[src/rtl/vib_event_counter_mc.sv]
// vib_event_counter_mc -- multi-channel vibration/pulse event counter.
// Each channel: 2-FF synchroniser, run-time bypassable debounce, rising-edge
// detect, saturating BCD total and BCD events-per-window rate.
// The selected channel's total or rate is presented as packed BCD on o_data.
// Optional feature macro: VIB_PEAK_HOLD_EN (per-channel peak-rate hold shown
// in rate mode instead of the last window's rate).
module vib_event_counter_mc #(
    parameter int CH_NUM     = 4,
    parameter int DIGITS     = 4,
    parameter int DEB_CYCLES = 500000,
    parameter int WIN_CYCLES = 50000000
) (
    input  logic                  i_clk,
    input  logic                  i_rst,
    input  logic [CH_NUM-1:0]     i_sense,
    input  logic                  i_raw,
    input  logic [2:0]            i_ch_sel,
    input  logic                  i_mode,
    input  logic                  i_clr,
    output logic [4*DIGITS-1:0]   o_data,
    output logic [CH_NUM-1:0]     o_event,
    output logic [CH_NUM-1:0]     o_ovf
);

    localparam int W   = 4 * DIGITS;
    localparam int DCW = $clog2(DEB_CYCLES);
    localparam int WCW = $clog2(WIN_CYCLES);
    localparam logic [W-1:0] ALL9 = {DIGITS{4'h9}};

    // BCD increment with per-digit carry 9 -> 0
    function automatic logic [W-1:0] bcd_inc(input logic [W-1:0] v);
        logic [W-1:0] r;
        logic         c;
        r = v;
        c = 1'b1;
        for (int k = 0; k < DIGITS; k++) begin
            if (c) begin
                if (v[4*k +: 4] == 4'd9) begin
                    r[4*k +: 4] = 4'd0;
                end else begin
                    r[4*k +: 4] = v[4*k +: 4] + 4'd1;
                    c = 1'b0;
                end
            end
        end
        return r;
    endfunction

    function automatic logic [W-1:0] bcd_sat_inc(input logic [W-1:0] v);
        return (v == ALL9) ? v : bcd_inc(v);
    endfunction

    logic [WCW-1:0] win_q, win_d;
    logic           win_wrap;
    logic [W-1:0]   total_arr [CH_NUM];
    logic [W-1:0]   disp_arr  [CH_NUM];
    logic [W-1:0]   data_q, data_d;

    assign win_wrap = (win_q == WCW'(WIN_CYCLES - 1));

    // Shared rate window counter, 0..WIN_CYCLES-1
    always_comb begin
        win_d = win_q + 1'b1;
        if (win_wrap) win_d = '0;
    end

    // Window counter register
    always_ff @(posedge i_clk) begin
        if (i_rst) win_q <= '0;
        else       win_q <= win_d;
    end

    for (genvar n = 0; n < CH_NUM; n++) begin : g_ch
        logic           s1_q, s2_q;
        logic           f_q, f_d;
        logic [DCW-1:0] deb_q, deb_d;
        logic           lvl, lvl_q;
        logic           ev_q, ev_d;
        logic           clr_hit;
        logic [W-1:0]   total_q, total_d;
        logic [W-1:0]   acc_q, acc_d, acc_ev;
        logic [W-1:0]   rate_q, rate_d;
        logic           ovf_q, ovf_d;
`ifdef VIB_PEAK_HOLD_EN
        logic [W-1:0]   peak_q, peak_d;
`endif

        // A clear addressed to an out-of-range channel matches no channel
        assign clr_hit = i_clr && (i_ch_sel == 3'(n));
        assign lvl     = i_raw ? s2_q : f_q;
        assign ev_d    = lvl & ~lvl_q;

        // Debounce: accept a level change after DEB_CYCLES mismatched cycles
        always_comb begin
            f_d   = f_q;
            deb_d = '0;
            if (s2_q != f_q) begin
                if (deb_q == DCW'(DEB_CYCLES - 1)) begin
                    f_d = s2_q;
                end else begin
                    deb_d = deb_q + 1'b1;
                end
            end
        end

        // Total, rate accumulator, rate latch and overflow; clear has priority
        always_comb begin
            total_d = total_q;
            ovf_d   = ovf_q;
            rate_d  = rate_q;
            acc_ev  = ev_q ? bcd_sat_inc(acc_q) : acc_q;
            acc_d   = acc_ev;
`ifdef VIB_PEAK_HOLD_EN
            peak_d  = peak_q;
`endif
            if (ev_q) begin
                if (total_q == ALL9) ovf_d   = 1'b1;
                else                 total_d = bcd_inc(total_q);
            end
            if (win_wrap) begin
                rate_d = acc_ev;
                acc_d  = '0;
`ifdef VIB_PEAK_HOLD_EN
                // Packed BCD orders the same as its decimal magnitude
                if (acc_ev > peak_q) peak_d = acc_ev;
`endif
            end
            if (clr_hit) begin
                total_d = '0;
                ovf_d   = 1'b0;
                rate_d  = '0;
                acc_d   = '0;
`ifdef VIB_PEAK_HOLD_EN
                peak_d  = '0;
`endif
            end
        end

        // Per-channel state registers
        always_ff @(posedge i_clk) begin
            if (i_rst) begin
                s1_q    <= 1'b0;
                s2_q    <= 1'b0;
                f_q     <= 1'b0;
                deb_q   <= '0;
                lvl_q   <= 1'b0;
                ev_q    <= 1'b0;
                total_q <= '0;
                acc_q   <= '0;
                rate_q  <= '0;
                ovf_q   <= 1'b0;
`ifdef VIB_PEAK_HOLD_EN
                peak_q  <= '0;
`endif
            end else begin
                s1_q    <= i_sense[n];
                s2_q    <= s1_q;
                f_q     <= f_d;
                deb_q   <= deb_d;
                lvl_q   <= lvl;
                ev_q    <= ev_d;
                total_q <= total_d;
                acc_q   <= acc_d;
                rate_q  <= rate_d;
                ovf_q   <= ovf_d;
`ifdef VIB_PEAK_HOLD_EN
                peak_q  <= peak_d;
`endif
            end
        end

        assign o_event[n]   = ev_q;
        assign o_ovf[n]     = ovf_q;
        assign total_arr[n] = total_q;
`ifdef VIB_PEAK_HOLD_EN
        assign disp_arr[n]  = peak_q;
`else
        assign disp_arr[n]  = rate_q;
`endif
    end

    // Display mux; unmatched selects fall through to zero
    always_comb begin
        data_d = '0;
        for (int n = 0; n < CH_NUM; n++) begin
            if (i_ch_sel == 3'(n)) data_d = i_mode ? disp_arr[n] : total_arr[n];
        end
    end

    // Registered display output
    always_ff @(posedge i_clk) begin
        if (i_rst) data_q <= '0;
        else       data_q <= data_d;
    end

    assign o_data = data_q;

endmodule

[config.mk]
export PLATFORM = sky130hd
export DESIGN_NAME = vib_event_counter_mc
export DESIGN_NICKNAME = d
export VERILOG_FILES = /design/src/rtl/vib_event_counter_mc.sv
export SDC_FILE = /design/constraint.sdc
export NUM_CORES = 1
export LEC_CHECK = 0
export BUFFER_PORTS_ARGS = -buffer_cell sky130_fd_sc_hd__buf_2
export CAP_MARGIN = 10
export CORE_MARGIN = 1.5
export CORE_UTILIZATION = 49
export DETAILED_ROUTE_END_ITERATION = 7
export PLACE_DENSITY_LB_ADDON = 0.15
export SYNTH_ARGS = -nofsm -noshare
export SYNTH_HDL_FRONTEND = slang
export SYNTH_SLANG_ARGS = --single-unit
[constraint.sdc]
create_clock -name i_clk -period 2.5 [get_ports i_clk]
set_clock_uncertainty 0.05 [all_clocks]
set_input_delay 0.125 -clock i_clk [delete_from_list [all_inputs] [get_ports i_clk]]
set_output_delay 0.125 -clock i_clk [all_outputs]
set_load 0.01 [all_outputs]
**Word level (Yosys, flattened, before mapping)**

Cells that the tools add are included.
Widths: inputs -> output; s select.

- Register bits after elaboration: 334
- Word-level logic and storage cells: 329

- Add/subtract/negate cells: 37
- Equality and inequality tests: 52
- Muxes and demuxes: 128
- Bitwise logic cells: 16
- Reductions and logical operators: 42

Operators by type and width:

| kind | number |
|---|---|
| $mux 16 | 16 |
| $mux 4 | 44 |
| $add 4x1->4 const B | 32 |
| $eq 16x16->1 const B | 8 |
| $eq 4x4->1 const B | 32 |
| $add 19x1->19 const B | 4 |
| $eq 19x19->1 const B | 4 |
| $mux 1 | 68 |
| $reduce_and 3->1 | 12 |
| $add 26x1->26 const B | 1 |
| $eq 26x26->1 const B | 1 |
| $reduce_and 2->1 | 12 |
| $reduce_or 3->1 | 8 |
| $not 1->1 | 12 |
| $reduce_or 2->1 | 5 |
| $eq 3x2->1 const B | 2 |
| $and 1x1->1 | 4 |
| $logic_and 1x1->1 | 4 |
| $ne 1x1->1 | 4 |
| $eq 3x1->1 const B | 1 |
| $logic_not 3->1 | 1 |

**Depth between registers and ports, before layout**

Gate-level depths: netlist of the first run.

- Depth after elaboration: 11
- Gate-level depth with buffers: 8

**Least setup slack after synthesis of the first run**

OpenSTA, ideal clock, no wires.

- Path kind: register to register
- Start: reg win_q[0]
- End: reg g_ch[0].acc_q[8]
- Library setup time: 0.118 ns
- Data arrival time: 1.929 ns
- Required time: 2.332 ns
- Slack: 0.403 ns
- Stages on the path, launching flop included: 9
- Clock period less this slack: 2.097 ns
- Cell sequence: dfxtp_1 -> ha_1 -> and2_1 -> nand4_4 -> or4_4 -> buf_6 -> nand2_1 -> buf_4 -> nor2_1

- Longest elaborated chain between the ends: 2

RTL lines:

| item | RTL line | text |
|---|---|---|
| start: declaration | 53 | `logic [WCW-1:0] win_q, win_d;` |
| start signal: assignment | 70 | `else win_q <= win_d;` |
| $eq 26x26->1 | 59 | `assign win_wrap = (win_q == WCW'(WIN_CYCLES - 1));` |
| $reduce_or 3->1 (no line) | n/a |  |
| end signal: assignment | 149 | `acc_q <= '0;` |
| end signal: assignment | 163 | `acc_q <= acc_d;` |
| end: declaration | 81 | `logic [W-1:0] acc_q, acc_d, acc_ev;` |

No other way between the ends.
A chain may end at the register's enable or synchronous reset.

**Final worst setup path of the first run**

- Start: reg win_q[14]
- End: reg g_ch[3].acc_q[3]

- Longest elaborated chain between the ends: 2

RTL lines:

| item | RTL line |
|---|---|
| $eq 26x26->1 | 59 |
| $reduce_or 3->1 (no line) | n/a |
| end signal: assignment | 149 |
| end signal: assignment | 163 |
| end: declaration | 81 |

No other way between the ends.

==> results by group, run 1 <==
Final layout
  – Design area: 17100 µm²
  – Area growth syn-to-layout: 12.8%
  – Core Util, Final: 0.561
  – Post-route insts no fill: 2228
  – # fillers: 2813
  – Share of cells above drive strength 1: 0.0912
  – Nets: 1820

Setup path
  – Worst Reg2Reg Path Length in Cells: 5
  – Crit path launch type: flip-flop
  – FF-to-FF setup slack: 0.16 ns
  – CP endpoint kind: flip-flop
  – Crit path to: g_ch[3].acc_q[3]
  – Worst EP arrival: 2.67 ns
  – Crit path max fanout: 33
  – WP data required: 2.83 ns
  – Crit path top cell by count: or4_4
  – Reg2reg start: win_q[14]
  – WP depth: 5
  – CP Class: flip-flop to flip-flop
  – Slowest CP cell: or4_4
  – Largest stage delay, worst path: 0.72 ns
  – WP buf/inv: 0
  – CP cell instances: nand3_1 -> or4_4 -> or4_4 -> nand2_2 -> nor2_1
  – CP Launch Point: win_q[14]
  – Reg2reg end: g_ch[3].acc_q[3]
  – Cell family with most CP delay: simple AND/OR/NAND/NOR gates

Place
  – Final HPWL DP: 24.5 mm
  – Post-DP Area: 15800 µm²
  – # port buffers: 35
  – RePlAce Congestion: 0.841
  – Placed insts: 2153

Synthesis
  – Share of the yosys chip area belonging to registers: 0.440
  – Syn Inst Count: 1770
  – Top cells by count, synth: dfxtp_1, nor2_1, a21oi_1, nand2_1
  – Cell taking the most area after synthesis: dfxtp_1
  – Count leader, synth: dfxtp_1
  – Ys async rst share: 0
  – Post-synth EDFFs: 0
  – Synth Net Count: 1787
  – Register bit total from synthesis: 334
  – Top FF cell, synth: dfxtp_1
  – Synth Cell Area: 15200 µm²
  – Ranking of synthesized cells by area: dfxtp_1, nor2_1, xnor2_1
  – Syn_area_per_cell: 8.59 µm²
  – Ys Warns: 0
  – Post-synth top area share: 0.440
  – Synth cell types: 67

STA
  – Period Utilization, post-route: 0.935
  – FMAX: 0.428 GHz
  – Fin Setup TNS: 0 ns
  – Final setup violation count: 0
  – Worst-Margin Slew: 1.13 ns
  – Minimum clock period: 2.34 ns
  – RSZ-0062 raised after global routing: no
  – Relative max-transition margin: 0.242
  – Hold Violations, Final: 0
  – Max-slew violations: 0

Detailed routing
  – Final ANT Viol Nets: 0
  – Vias per cell: 5.52
  – WL per Instance: 15.5 µm
  – DR pass1 iterations: 5
  – Routed vias: 12300
  – Initial DRC Count: 860
  – DRC: 0
  – Final wirelength: 34.5 mm

Power
  – P_leak: 6.04 nW
  – VDD IR max: 419 µV
  – Power per cell area: 655 nW/µm²

Clock network
  – Setup Fix Bufs, Post-CTS: 0
  – Clock Pin Slew Worst Setup and Hold Paths: 0.06 ns
  – H-Tree Depth: 2
  – CTS sink cnt: 334
  – Clock buffer count from CTS: 38
  – Root Buffer: clkbuf_16
  – Clk Latency, worst-skew pair: 0.52 ns
  – CTS tree: built
  – Clk buf depth: 3

Die
  – Die area: 32100 µm²
  – Placement Rows: 64
  – Die height: 179 µm
  – Initial Util: 0.497
  – Chip Width: 179 µm
  – I/O Pins: 36
  – Core area: 30600 µm²

Worst hold path
  – HP Class: primary input to flip-flop
  – Hold Startpoint: i_clr

GRT
  – Vias in the first global route: 11300
  – Largest net degree at the start of global routing: 60
  – Initial antenna violation count: 2
  – GRT overflow: 0
  – Total GRT Usage: 0.216
  – First-pass GRT wire length: 56.2 mm

Outcome
  – Status: finished clean

Flow run
  – Max-Cap Viols: 0
[area by class of cell]
class | count | area (µm²) | area share
Antenna cell | 1 | 2.50 | 0.000146
Clock buffer | 58 | 1150 | 0.0669
Clock inverter | 10 | 110 | 0.00642
Inverter | 45 | 169 | 0.00985
Multi-Input combinational cell | 1300 | 7930 | 0.462
Sequential cell | 334 | 6690 | 0.390
Tap cell | 396 | 495 | 0.0289
Timing Repair Buffer | 84 | 611 | 0.0356
[registers in the layout, summed over array words and instances (netlist names), 16 cells and up]
name          count
g_ch.acc_q       64
g_ch.total_q     64
o_data           16
g_ch.deb_q       76
win_q            26
g_ch.rate_q      64
[worst min-delay path by stage]
| stage | slack (ns) | to | depth (start not counted) |
|---|---|---|---|
| 2_1_floorplan | 0.20 | g_ch[0].s1_q | 1 |
| 3_3_place_gp | 0.31 | g_ch[0].s1_q | 2 |
| 3_5_place_dp | 0.32 | g_ch[2].s1_q | 2 |
| 4_1_cts | 0.11 | g_ch[2].rate_q[8] | 4 |
| 5_1_grt | 0.16 | g_ch[2].rate_q[8] | 4 |
| 6_report | 0.14 | g_ch[2].rate_q[8] | 4 |
[per-stage QoR]
| step | power [W] | worst slack [ns] | hold WS, ns |
|---|---|---|---|
| 6_report | 0.0112 | 0.163 | 0.143 |
| 5_1_grt | 0.0116 | 0.00963 | 0.162 |
| 4_1_cts | 0.0114 | 0.140 | 0.113 |
| 3_5_place_dp | 0.00581 | 0.148 | 0.323 |
| 3_3_place_gp | 0.00581 | 0.173 | 0.314 |
| 2_1_floorplan | 0.00571 | 0.403 | 0.203 |
[power breakdown]
part | internal (W) | total [W] | switching [W]
clock | 0.00337 | 0.00552 | 0.00215
combinational | 0.000111 | 0.000339 | 0.000227
sequential | 0.00535 | 0.00537 | 0.0000154
total | 0.00883 | 0.0112 | 0.00239
[what timing repair did]
item,4_1_cts,5_1_grt
resized for setup,0,0
endpoints found under the hold margin,10,0
hold buffers,6,0
[worst reg2reg max path, stage by stage, from the launching register on]
cell	delay, ns
dfxtp_1	0.40
nand3_1	0.12
or4_4	0.48
or4_4	0.72
nand2_2	0.34
nor2_1	0.11
[logic make-up (layout without fill, tap and decap cells)]
kind of cell,after synthesis,in the layout,share of synthesized area
AOI/OAI and AO/OA,294,294,0.118
xor gates and xnor gates,158,158,0.0910
adders and majority gates,5,5,0.00411
buffers and inverters,136,197,0.0391
DFF,334,334,0.440
muxes,65,65,0.0429
other,0,1,0
and+or+nand+nor,778,778,0.265
[routing by layer]
layer	GRT usage	share of wire
met1	0.295	0.48
met3	0.0346	0.046
met2	0.348	0.45
met5	0	0.00029
met4	0.0665	0.023
[layout by cell type, fill, tap and decap left out, types with 25 or more instances in the layout]
| cell type | instances |
|---|---|
| dfxtp_1 | 334 |
| nand3_1 | 83 |
| buf_4 | 40 |
| a21oi_1 | 116 |
| nor2_1 | 275 |
| buf_2 | 34 |
| nand2_1 | 108 |
| xor2_1 | 75 |
| xnor2_1 | 83 |
| and3_1 | 31 |
| clkbuf_16 | 39 |
| inv_1 | 45 |
| nand2b_1 | 25 |
| o21ai_0 | 73 |
| nand4_1 | 35 |
| mux2i_1 | 64 |
| nor3_1 | 64 |
Power figures use the tool's default switching activity.
==> inputs of run 2 (changes only) <==
--- a/config.mk
+++ b/config.mk
@@ -7,7 +7,6 @@
 export LEC_CHECK = 0
 export BUFFER_PORTS_ARGS = -buffer_cell sky130_fd_sc_hd__buf_2
 export CAP_MARGIN = 10
-export CORE_MARGIN = 1.5
 export CORE_UTILIZATION = 49
 export DETAILED_ROUTE_END_ITERATION = 7
 export PLACE_DENSITY_LB_ADDON = 0.15
==> run 2 against run 1 <==
Net effect:
- total power grew 1.7%
- count of clock-buffer cells in the layout did not move
- hold slack worse by 0.050 ns
- largest power group unchanged
==> results by group, run 2 (synthesized netlist as in run 1, its figures left out) <==
Place
  – RePlAce Congestion: 0.846
  – Setup WS pre-CTS: 0.143 ns
  – Final HPWL DP: 24.3 mm
  – # port buffers: 35

Die
  – Core area: 30600 µm²
  – Die height: 178 µm
  – Die area: 31700 µm²
  – Placement Rows: 64
  – I/O Pins: 36
  – Initial Util: 0.497
  – Chip Width: 178 µm

Detailed routing
  – Final ANT Viol Nets: 0
  – Routed vias: 12400
  – Vias per cell: 5.59
  – Final wirelength: 35.0 mm
  – WL per Instance: 15.7 µm
  – Initial DRC Count: 777
  – DRC: 0
  – DR pass1 iterations: 5

GRT
  – M1 GR Usage: 0.304
  – Met2 usage: 0.352
  – M3 GR Usage: 0.0305
  – GR peak layer: met2
  – GRT overflow: 0
  – Largest net degree at the start of global routing: 77
  – First-pass GRT wire length: 56.5 mm
  – Vias in the first global route: 11400
  – Initial antenna violation count: 1
  – Total GRT Usage: 0.219

Final layout
  – # fillers: 2770
  – Area growth syn-to-layout: 12.9%
  – Reg with most FFs: g_ch.deb_q
  – Most frequent cells in the layout: dfxtp_1, nor2_1, a21oi_1
  – Ant diodes: 0
  – Share of cells above drive strength 1: 0.0908
  – Max reg flops: 76
  – Commonest non-fill, non-tap cell in the layout: dfxtp_1
  – Nets: 1820

Setup path
  – CP endpoint kind: flip-flop
  – CP cell instances: nand3_1 -> or4_4 -> or4_4 -> nand2_2 -> nor2_1
  – Crit path max fanout: 29
  – Worst Reg2Reg Path Length in Cells: 5
  – WP data required: 2.84 ns
  – Crit path top cell by count: or4_4
  – Crit path launch type: flip-flop
  – CP Class: flip-flop to flip-flop
  – Worst EP arrival: 2.69 ns
  – Reg2reg start: win_q[14]
  – WP buf/inv: 0
  – FF-to-FF setup slack: 0.15 ns
  – Cell family with most CP delay: simple AND/OR/NAND/NOR gates
  – Largest stage delay, worst path: 0.71 ns
  – Slowest CP cell: or4_4
  – Reg2reg end: g_ch[2].acc_q[6]

Power
  – P_leak: 6.05 nW
  – Clock Power Share: 0.500
  – NetSw: 0.00242 W
  – Net switching fraction of the power: 0.212
  – VDD IR max: 444 µV
  – Seq pwr share: 0.470
  – Power per cell area: 665 nW/µm²
  – Comb power frac: 0.029
  – Int Pwr: 0.00899 W

STA
  – Fin Setup TNS: 0 ns
  – Minimum clock period: 2.35 ns
  – Period Utilization, post-route: 0.941
  – Worst setup margin: 0.148 ns
  – Worst-Margin Slew: 1.09 ns
  – Max-slew violations: 0
  – Relative max-transition margin: 0.275
  – RSZ-0062 raised after global routing: no
  – Hold Violations, Final: 0
  – FMAX: 0.425 GHz
  – Final setup violation count: 0

Flow run
  – Max-Cap Viols: 0

Outcome
  – Status: finished clean

Clock network
  – Clock buffer count from CTS: 39
  – Root Buffer: clkbuf_16
  – CTS tree: built
  – Hold buffers post-CTS: 5
  – CTS sink cnt: 334
  – H-Tree Depth: 2
  – Post_cts resized: 0
  – Clk buf depth: 3
  – Setup Fix Bufs, Post-CTS: 0
  – Clk Latency, worst-skew pair: 0.52 ns
  – Clock Pin Slew Worst Setup and Hold Paths: 0.06 ns

Worst hold path
  – WHS Path Cells: 5
  – Hold Crit Endpoint: o_data[13]
  – Hold Startpoint: i_ch_sel[0]
  – HP Class: primary input to flip-flop
run 2: worst register-to-register path, delay by kind of cell (launching register included):
| family | cells | cell delay (ns) |
|---|---|---|
| and+or+nand+nor | 5 | 1.79 |
| DFF | 1 | 0.39 |
run 2: per-layer routing:
metal | part of all wire | vias to the layer above
met1 | 0.48 | 5866
met4 | 0.024 | 2
met5 | 0.00026 | -
met3 | 0.047 | 64
li1 | - | 6259
met2 | 0.45 | 243
run 2: cell type report:
| type | instances | area [µm²] | share of cell area |
|---|---|---|---|
| multi-input cells | 1300 | 7930 | 0.462 |
| flip-flops and latches | 334 | 6690 | 0.389 |
| clock buffers | 58 | 1170 | 0.0681 |
| repair buffers | 83 | 598 | 0.0348 |
| well taps | 396 | 495 | 0.0289 |
| inverters | 45 | 169 | 0.00984 |
| clock inverters | 9 | 123 | 0.00714 |
run 2: power groups by stage:
stage | sequential (W) | combinational (W) | clock [W]
after floorplan | 0.00549 | 0.000223 | 0
after global placement | 0.00548 | 0.000326 | 0
after detailed placement | 0.00548 | 0.000328 | 0
after CTS | 0.00537 | 0.000335 | 0.00583
after global routing | 0.00537 | 0.000366 | 0.00604
final | 0.00537 | 0.000336 | 0.00571
run 2: through the flow:
step	cells	utilization	power [W]	hold WS (ns)	cell area (µm²)
final	2225	0.561	0.0114	0.0924	17200
after global routing	2225	0.561	0.0118	0.129	17200
after CTS	2225	0.561	0.0115	0.0844	17200
after detailed placement	2153	0.517	0.00581	0.317	15800
after global placement	2153	0.517	0.00581	0.320	15800
after floorplan	1770	-	0.00571	0.203	15200
run 2: worst max path at each step:
stage,from,endpoint,slack [ns],depth (start not counted)
finish,win_q[14],g_ch[2].acc_q[6],0.15,5
global placement,win_q[14],g_ch[2].acc_q[1],0.20,5
detailed placement,win_q[14],g_ch[2].acc_q[12],0.14,5
CTS,win_q[14],g_ch[2].acc_q[15],0.14,5
floorplan,win_q[0],g_ch[0].acc_q[8],0.40,8
global route,win_q[14],g_ch[2].acc_q[9],0.04,5
==> inputs of run 3 (changes only) <==
--- a/config.mk
+++ b/config.mk
@@ -10,6 +10,7 @@
 export CORE_UTILIZATION = 49
 export DETAILED_ROUTE_END_ITERATION = 7
 export PLACE_DENSITY_LB_ADDON = 0.15
+export SETUP_SLACK_MARGIN = 0.4
 export SYNTH_ARGS = -nofsm -noshare
 export SYNTH_HDL_FRONTEND = slang
 export SYNTH_SLANG_ARGS = --single-unit
==> run 3 against run 2 <==
Net effect:
- sequential share of layout area decreased by 2.0 points
- clock power about the same
- global-route usage increased by 1.8 points
- hold slack about the same
- final area increased by 5.6%
- core utilization increased by 3.2 points
- worst setup slack improved by 0.20 ns
- via count increased by 3.2%
- routed wire length increased by 10%
- non-clock buffer count increased by 35
- flip-flop and latch count unchanged
- critical endpoint is now g_ch[0].rate_q[3]
- largest cell class unchanged
==> results by group, run 3 (synthesized netlist as in run 1, its figures left out) <==
Outcome
  – Status: finished clean

Final layout
  – # fillers: 2686
  – Reg with most FFs: g_ch.deb_q
  – Commonest non-fill, non-tap cell in the layout: dfxtp_1
  – Ant diodes: 0
  – Area growth syn-to-layout: 19.3%
  – Most frequent cells in the layout: dfxtp_1, nor2_1, a21oi_1
  – Max reg flops: 76
  – Nets: 1858
  – Design area: 18100 µm²
  – Share of cells above drive strength 1: 0.153

STA
  – Period Utilization, post-route: 0.860
  – FMAX: 0.465 GHz
  – Max-slew violations: 0
  – Final setup violation count: 0
  – Fin Setup TNS: 0 ns
  – Worst-Margin Slew: 0.602 ns
  – RSZ-0062 raised after global routing: yes
  – Relative max-transition margin: 0.599
  – Hold Violations, Final: 0
  – Minimum clock period: 2.15 ns

Detailed routing
  – Metal3 WL: 2.06 mm
  – Routed vias: 12800
  – DR WL met2: 17.3 mm
  – Initial DRC Count: 845
  – Final wirelength: 38.6 mm
  – DRT met1 WL: 18.2 mm
  – DR pass1 iterations: 8
  – Final ANT Viol Nets: 0
  – WL per Instance: 17.1 µm
  – DRC: 0
  – Max Used Layer: met5
  – Vias per cell: 5.67

GRT
  – Vias in the first global route: 11700
  – First-pass GRT wire length: 60.0 mm
  – GRT overflow: 0
  – Initial antenna violation count: 1
  – Largest net degree at the start of global routing: 77
  – Total GRT Usage: 0.237

Setup path
  – CP cell instances: or4_4 -> buf_12 -> buf_12 -> or4_4 -> a31o_1
  – Reg2reg start: win_q[7]
  – Crit path launch type: flip-flop
  – WP buf/inv: 2
  – Cell family with most CP delay: simple AND/OR/NAND/NOR gates
  – Largest stage delay, worst path: 0.61 ns
  – CP Launch Point: win_q[7]
  – Crit path max fanout: 7
  – Worst EP arrival: 2.52 ns
  – WP data required: 2.87 ns
  – Slowest CP cell: or4_4
  – CP endpoint kind: flip-flop
  – CP Class: flip-flop to flip-flop

Flow run
  – Max-Cap Viols: 0

Worst hold path
  – HP Class: primary input to flip-flop
  – Hold Startpoint: i_ch_sel[0]

Place
  – Post-DP Area: 15800 µm²
  – RePlAce Congestion: 0.846
  – Final HPWL DP: 24.3 mm
  – # port buffers: 35

Die
  – Initial Util: 0.497
  – Die area: 31700 µm²
  – Chip Width: 178 µm
  – Core area: 30600 µm²
  – I/O Pins: 36
  – Die height: 178 µm
  – Placement Rows: 64

Clock network
  – Clock Pin Slew Worst Setup and Hold Paths: 0.06 ns
  – Clk buf depth: 3
  – Clock buffer count from CTS: 39
  – CTS tree: built
  – Clk Latency, worst-skew pair: 0.52 ns
  – H-Tree Depth: 2
  – Root Buffer: clkbuf_16
  – CTS sink cnt: 334

Power
  – P_leak: 6.42 nW
  – VDD IR max: 444 µV
  – Power per cell area: 632 nW/µm²
==> run 3: cell types whose count changed in the layout (fill, tap and decap cells not counted), moves of 12 or more <==
cell / before / now
o21ai_0: 73 / 52
nand3_1: 83 / 66
nand3_2: 0 / 17
o21ai_1: 0 / 16
a211oi_1: 23 / 10
a211oi_2: 0 / 13
buf_4: 39 / 51
dfxtp_1: 334 / 322
nor2_1: 275 / 263
==> run 3: report_power, final <==
group / switching (W) / internal (W) / total, W / leakage (nW)
Clock: 0.00221 / 0.00353 / 0.00574 / 0.635
Combinational: 0.000238 / 0.000117 / 0.000355 / 3.08
Sequential: 0.0000169 / 0.00535 / 0.00537 / 2.70
==> run 3: path summary, 6_finish.rpt <==
check / cells past startpoint / slack [ns] / endpoint
min: 5 / 0.09 / o_data[13]
min reg2reg: 1 / 0.34 / g_ch[1].ev_q
max reg2reg: 5 / 0.35 / g_ch[0].rate_q[3]
max: 5 / 0.35 / g_ch[0].rate_q[3]
==> run 3: metrics by stage <==
step	worst slack (ns)	std cells	total power, W	util	hold WS [ns]
detailed placement	0.143	2153	0.00581	0.517	0.317
floorplan	0.403	1770	0.00571	-	0.203
finish	0.351	2263	0.0115	0.593	0.0922
global placement	0.196	2153	0.00581	0.517	0.320
CTS	0.301	2249	0.0115	0.578	0.0844
global route	0.324	2263	0.0118	0.593	0.129
==> run 3: metal layers <==
metal / track usage / up-vias
met5: 0 / -
met4: 0.0816 / 2
met3: 0.0360 / 77
met2: 0.375 / 289
met1: 0.328 / 6115
li1: - / 6346
==> run 3: area by class of cell <==
cell class / instances / area [µm²] / share of cell area
multi-input combinational: 1303 / 8370 / 0.462
tap: 396 / 495 / 0.0273
inverter: 45 / 169 / 0.00931
clock buffer: 58 / 1170 / 0.0645
sequential: 334 / 6710 / 0.370
clock inverter: 9 / 123 / 0.00676
timing repair buffer: 118 / 1100 / 0.0604
==> run 3: repair_timing <==
action,CTS,global route
pin swaps,37,29
endpoints found under the hold margin,8,1
hold buffers,5,1
setup endpoints to repair,116,167
setup buffers,15,10
gates cloned,9,2
resized for setup,64,87
==> run 3: tightest hold or removal path: cells and delay by family <==
family,cells,cell delay (ns)
AOI/OAI and AO/OA,3,0.31
buffers and inverters,1,0.13
and+or+nand+nor,1,0.05
